==> src/rtl/fp_pkg.sv <==
// Shared IEEE-754 single-precision helpers for the floating-point front-ends.
package fp_pkg;

  localparam logic [31:0] QNAN    = 32'h7FC00000;
  localparam logic [7:0]  EXP_MAX = 8'hFF;

  typedef struct packed {
    logic [31:0] a;
    logic [31:0] b;
  } fp_pair_t;

  typedef enum logic [1:0] {
    ST_IDLE,
    ST_WAIT,
    ST_OUT
  } div_state_e;

  function automatic logic is_nan(input logic [31:0] x);
    return (x[30:23] == EXP_MAX) && (x[22:0] != 23'h0);
  endfunction

  function automatic logic is_inf(input logic [31:0] x);
    return (x[30:23] == EXP_MAX) && (x[22:0] == 23'h0);
  endfunction

  // Denormals flush to zero, so only the exponent matters.
  function automatic logic is_zero(input logic [31:0] x);
    return (x[30:23] == 8'h00);
  endfunction

endpackage

==> src/rtl/fp_div_special.sv <==
// Bypass resolver for division operands the core must not see (NaN, Inf, zero).
module fp_div_special
  import fp_pkg::*;
(
  input  logic [31:0] a,
  input  logic [31:0] b,
  output logic        is_special,
  output logic [31:0] result,
  output logic        exception
);

  logic w_sign;

  assign w_sign = a[31] ^ b[31];

  // First matching rule wins.
  always_comb begin
    is_special = 1'b1;
    result     = QNAN;
    exception  = 1'b1;
    if (is_nan(a) || is_nan(b) || (is_inf(a) && is_inf(b)) ||
        (is_zero(a) && is_zero(b))) begin
      result    = QNAN;
      exception = 1'b1;
    end else if (is_zero(b)) begin
      result    = {w_sign, EXP_MAX, 23'h0};
      exception = 1'b1;
    end else if (is_inf(a)) begin
      result    = {w_sign, EXP_MAX, 23'h0};
      exception = 1'b0;
    end else if (is_inf(b) || is_zero(a)) begin
      result    = {w_sign, 31'h0};
      exception = 1'b0;
    end else begin
      is_special = 1'b0;
      result     = 32'h0;
      exception  = 1'b0;
    end
  end

endmodule

==> src/rtl/fp_div_issue.sv <==
// Operand FIFO plus issue/settle/return sequencer around a combinational FP divider core.
module fp_div_issue
  import fp_pkg::*;
#(
  parameter int unsigned DEPTH  = 4,
  parameter int unsigned SETTLE = 4
) (
  input  logic        clk,
  input  logic        rst,
  input  logic        in_valid,
  output logic        in_ready,
  input  logic [31:0] in_a,
  input  logic [31:0] in_b,
  output logic [31:0] div_a,
  output logic [31:0] div_b,
  input  logic [31:0] div_result,
  input  logic        div_exception,
  output logic        out_valid,
  input  logic        out_ready,
  output logic [31:0] out_result,
  output logic        out_exception,
  output logic        out_special,
  output logic        busy
);

  localparam int unsigned PTR_W       = $clog2(DEPTH);
  localparam int unsigned CNT_W       = (SETTLE > 1) ? $clog2(SETTLE) : 1;
  localparam logic [PTR_W:0]   FULL_CNT    = (PTR_W + 1)'(DEPTH);
  localparam logic [CNT_W-1:0] SETTLE_LOAD = CNT_W'(SETTLE - 1);

  fp_pair_t          r_mem [DEPTH];
  logic [PTR_W-1:0]  r_wr_ptr;
  logic [PTR_W-1:0]  r_rd_ptr;
  logic [PTR_W:0]    r_count;
  div_state_e        r_state;
  logic [CNT_W-1:0]  r_cnt;
  logic [31:0]       r_div_a;
  logic [31:0]       r_div_b;
  logic [31:0]       r_out_result;
  logic              r_out_exception;
  logic              r_out_special;
  logic              r_out_valid;

  fp_pair_t          w_head;
  logic              w_push;
  logic              w_pop;
  logic              w_sp_special;
  logic [31:0]       w_sp_result;
  logic              w_sp_exception;

  assign w_head   = r_mem[r_rd_ptr];
  assign in_ready = (r_count != FULL_CNT);
  assign w_push   = in_valid && in_ready;
  assign w_pop    = (r_state == ST_IDLE) && (r_count != '0);
  assign busy     = (r_state != ST_IDLE) || (r_count != '0);

  assign div_a         = r_div_a;
  assign div_b         = r_div_b;
  assign out_valid     = r_out_valid;
  assign out_result    = r_out_result;
  assign out_exception = r_out_exception;
  assign out_special   = r_out_special;

  fp_div_special u_special (
    .a          (w_head.a),
    .b          (w_head.b),
    .is_special (w_sp_special),
    .result     (w_sp_result),
    .exception  (w_sp_exception)
  );

  // Storage needs no reset; only pointers and count define occupancy.
  always_ff @(posedge clk) begin
    if (w_push) begin
      r_mem[r_wr_ptr] <= {in_a, in_b};
    end
  end

  always_ff @(posedge clk or posedge rst) begin
    if (rst) begin
      r_wr_ptr        <= '0;
      r_rd_ptr        <= '0;
      r_count         <= '0;
      r_state         <= ST_IDLE;
      r_cnt           <= '0;
      r_div_a         <= '0;
      r_div_b         <= '0;
      r_out_result    <= '0;
      r_out_exception <= 1'b0;
      r_out_special   <= 1'b0;
      r_out_valid     <= 1'b0;
    end else begin
      if (w_push) begin
        r_wr_ptr <= r_wr_ptr + PTR_W'(1);
      end
      if (w_pop) begin
        r_rd_ptr <= r_rd_ptr + PTR_W'(1);
      end
      r_count <= r_count + (PTR_W + 1)'(w_push) - (PTR_W + 1)'(w_pop);

      case (r_state)
        ST_IDLE: begin
          if (w_pop) begin
            r_div_a <= w_head.a;
            r_div_b <= w_head.b;
            if (w_sp_special) begin
              r_out_result    <= w_sp_result;
              r_out_exception <= w_sp_exception;
              r_out_special   <= 1'b1;
              r_out_valid     <= 1'b1;
              r_state         <= ST_OUT;
            end else begin
              r_cnt   <= SETTLE_LOAD;
              r_state <= ST_WAIT;
            end
          end
        end
        ST_WAIT: begin
          if (r_cnt == '0) begin
            r_out_result    <= div_result;
            r_out_exception <= div_exception;
            r_out_special   <= 1'b0;
            r_out_valid     <= 1'b1;
            r_state         <= ST_OUT;
          end else begin
            r_cnt <= r_cnt - CNT_W'(1);
          end
        end
        ST_OUT: begin
          if (out_ready) begin
            r_out_valid <= 1'b0;
            r_state     <= ST_IDLE;
          end
        end
        default: begin
          r_state <= ST_IDLE;
        end
      endcase
    end
  end

endmodule

==> config.mk <==
export PLATFORM = sky130hd
export DESIGN_NAME = fp_div_issue
export DESIGN_NICKNAME = d
export VERILOG_FILES = /design/src/rtl/fp_pkg.sv /design/src/rtl/fp_div_special.sv /design/src/rtl/fp_div_issue.sv
export SDC_FILE = /design/constraint.sdc
export NUM_CORES = 1
export LEC_CHECK = 0
export CORE_MARGIN = 4
export CORE_UTILIZATION = 30
export CTS_CLUSTER_DIAMETER = 200
export DETAILED_ROUTE_END_ITERATION = 7
export GPL_ROUTABILITY_DRIVEN = 0
export GPL_TIMING_DRIVEN = 0
export HOLD_SLACK_MARGIN = 0.15
export PLACE_DENSITY = 0.48
export SLEW_MARGIN = 20
export SYNTH_ARGS = -nofsm -noshare
export SYNTH_HDL_FRONTEND = slang
export SYNTH_HIERARCHICAL = 1
export SYNTH_SLANG_ARGS = --single-unit
==> constraint.sdc <==
create_clock -name clk -period 6 [get_ports clk]
set_input_delay 1.2 -clock clk [delete_from_list [all_inputs] [get_ports clk]]
set_output_delay 1.2 -clock clk [all_outputs]
set_load 0.1 [all_outputs]
==> metrics <==
crit path capture type=primary output; worst path buffer plus inverter count=2; Top Ports=202; Chip Width=227.9 um; flop2flop setup slack=~2300 ps; hold path startpoint=out_result[13]; # DRC=0; port bufs=about 200; worst setup path category=reg -> out; cts hold-fix bufs=0; delay-heaviest family, CP=buffers and inverters; Worst path slowest cell=clkdlybuf4s50_1; Syn. warnings=6; Die H=227.9 um; aggregate global routing overflow=0; TritonCTS sink count=366; Vias=7414; top_reg_cell synth=edfxtp_1; first-pass GRT wire length=51.75 mm; CTS tree=built; Post-CTS Setup Bufs=0; R2R Path Start=r_rd_ptr[0]; final setup vio count=0; crit-path cells=clkbuf_1, nor2_1, nand2_1, clkdlybuf4s50_1; share of layout cells above drive strength 1=32.85%; leading area contributor after synthesis=edfxtp_1; nets=1100; Crit path arrival time=roughly 2700 ps; Slew HR=29.57%; Final period util=64.70%; outcome=complete, no violations; Starting Density=30.39%; Slew @ Worst Pin=1053 ps; CTS Buffer Depth=3; worst reg2reg endpoint=out_result[28]; R2R depth=9; Post-CTS Resized=0; Skew-Pair Late Insertion Delay=~560 ps; DIE AREA=51950 um^2; Final Max Slew Viols=0; vias in the first global route=7951; wire length per cell=20.70 um; DRT Pass-1 Iters=4; Netlist Area Pre-Place=14510 um^2; P&R area growth vs syn=31.10%; Clock transition at path regs=60 ps; Synth top area share=between 50% and 60%; H-Tree Level Count=2; Detailed Place HPWL=22.72 mm; skew final=14.02 ps; Commonest cells post-synth=256 x edfxtp_1, 129 x mux2_2, 110 x dfrtp_1; Row Count=80; post-synth cell types=43; Yosys reg bits=366; count leader, synth=edfxtp_1; Final Hold Fails=0; drt total wl=33.99 mm; antenna violations before repair=3; CP Data Required Time=~4800 ps; RSZ-0062 raised after global routing=false; Async SR Flop Fraction=a little under a third; fin util=39.84%; Critical Path Fanout Max=10; Post-synth EDFFs=about 260; CP peak stage delay=1140 ps; hold crit path type=reg -> reg; Area contributors post-synth=edfxtp_1 53%, dfrtp_1 19%, mux2_2 10%, mux4_2 9.9%, buf_4 1.7%; Avg Cell Area, Syn=20.24 um^2; Root Driver=clkbuf_16; fmax=about 0.26 GHz; hold worst-path end=out_result[13]; number of vias per cell=4.515; hold path depth=1; register area share after synthesis=71.96%; DRT iter0 DRCs=approximately 330; overall routing resource usage=13.06%; Synth Instances=717; minimum clock period=slightly below 4000 ps; ANT nets after route=0; core area=47750 um^2; largest net degree at the start of global routing=64; CP startpoint kind=flip-flop; maxcap violations=0; number of fill cells in the layout=4415; CTS Buf Count=44
-- layout make-up --
type	instances	area [um^2]	share of cell area (%)
flip-flops and latches	366	10440	54.89
multi-input cells	303	3674	19.31
repair buffers	207	2170	11.41
clock buffers	60	1171	6.157
well taps	615	769.5	4.046
plain buffers	59	456.7	2.401
clock inverters	21	292.8	1.539
inverters	10	45.04	0.2368
diodes	1	2.502	0.01316
-- registers in the layout, summed over array words and instances, names as in the netlist, 2 cells and up --
signal      flops
r_cnt           2
r_count         3
r_wr_ptr        2
r_rd_ptr        2
r_mem         256
div_b          32
r_state         2
out_result     32
div_a          32
-- how the worst max path moves through the flow --
| stage | from | to | slack (ps) | cells past startpoint |
|---|---|---|---|---|
| after floorplan | rst | div_a[0] | 1900 | 1 |
| after global placement | rst | div_b[12] | -730 | 2 |
| after detailed placement | r_rd_ptr[0] | out_result[28] | 2060 | 9 |
| after CTS | r_rd_ptr[0] | out_result[28] | 2020 | 9 |
| after global routing | r_rd_ptr[0] | out_result[28] | 1940 | 9 |
| final | r_state[1] | busy | 2120 | 4 |
-- layer usage --
layer / track usage, % / up-vias / wire length (um)
li1: - / 3356 / -
met1: 16.60 / 3799 / 14350
met2: 21.73 / 204 / 16730
met3: 3.892 / 51 / 2212
met4: 3.923 / 4 / 670
met5: 0 / - / 28
-- cells in the final DEF, fill, tap and decap left out, types with 9 or more instances in the layout --
cell type	synthesis	routed
clkbuf_16	0	44
mux4_2	64	64
nor4_1	12	12
buf_4	33	33
dfrtp_1	110	110
buf_2	11	11
clkdlybuf4s50_1	0	201
nor2_1	9	9
clkbuf_1	2	17
edfxtp_1	256	256
inv_1	10	9
buf_6	13	13
conb_1	1	22
mux2_2	129	129
-- per-stage QoR --
step	area (um^2)	hold WS (ps)	setup TNS [ps]	instances	setup WS, ps
floorplan	14590	470.2	0	738	1898
global placement	17370	473.4	-78890	1554	-733.3
detailed placement	17550	476.4	0	1560	2059
CTS	19020	489.5	0	1641	2016
global route	19020	515.9	0	1641	1936
finish	19020	483.6	0	1642	2118
-- kinds of logic after synthesis --
group,share of synthesized area (%)
XOR/XNOR,0.3622
other,0.02585
flip-flops,71.96
AND/OR/NAND/NOR,2.682
buffers and inverters,3.406
adder cells (fa/ha/maj),0.7416
AO/OA/AOI/OAI,0.5778
multiplexers,20.25
Power is not shown: default switching activity piles up to over one toggle a cycle in this logic, so the estimate is an artifact.
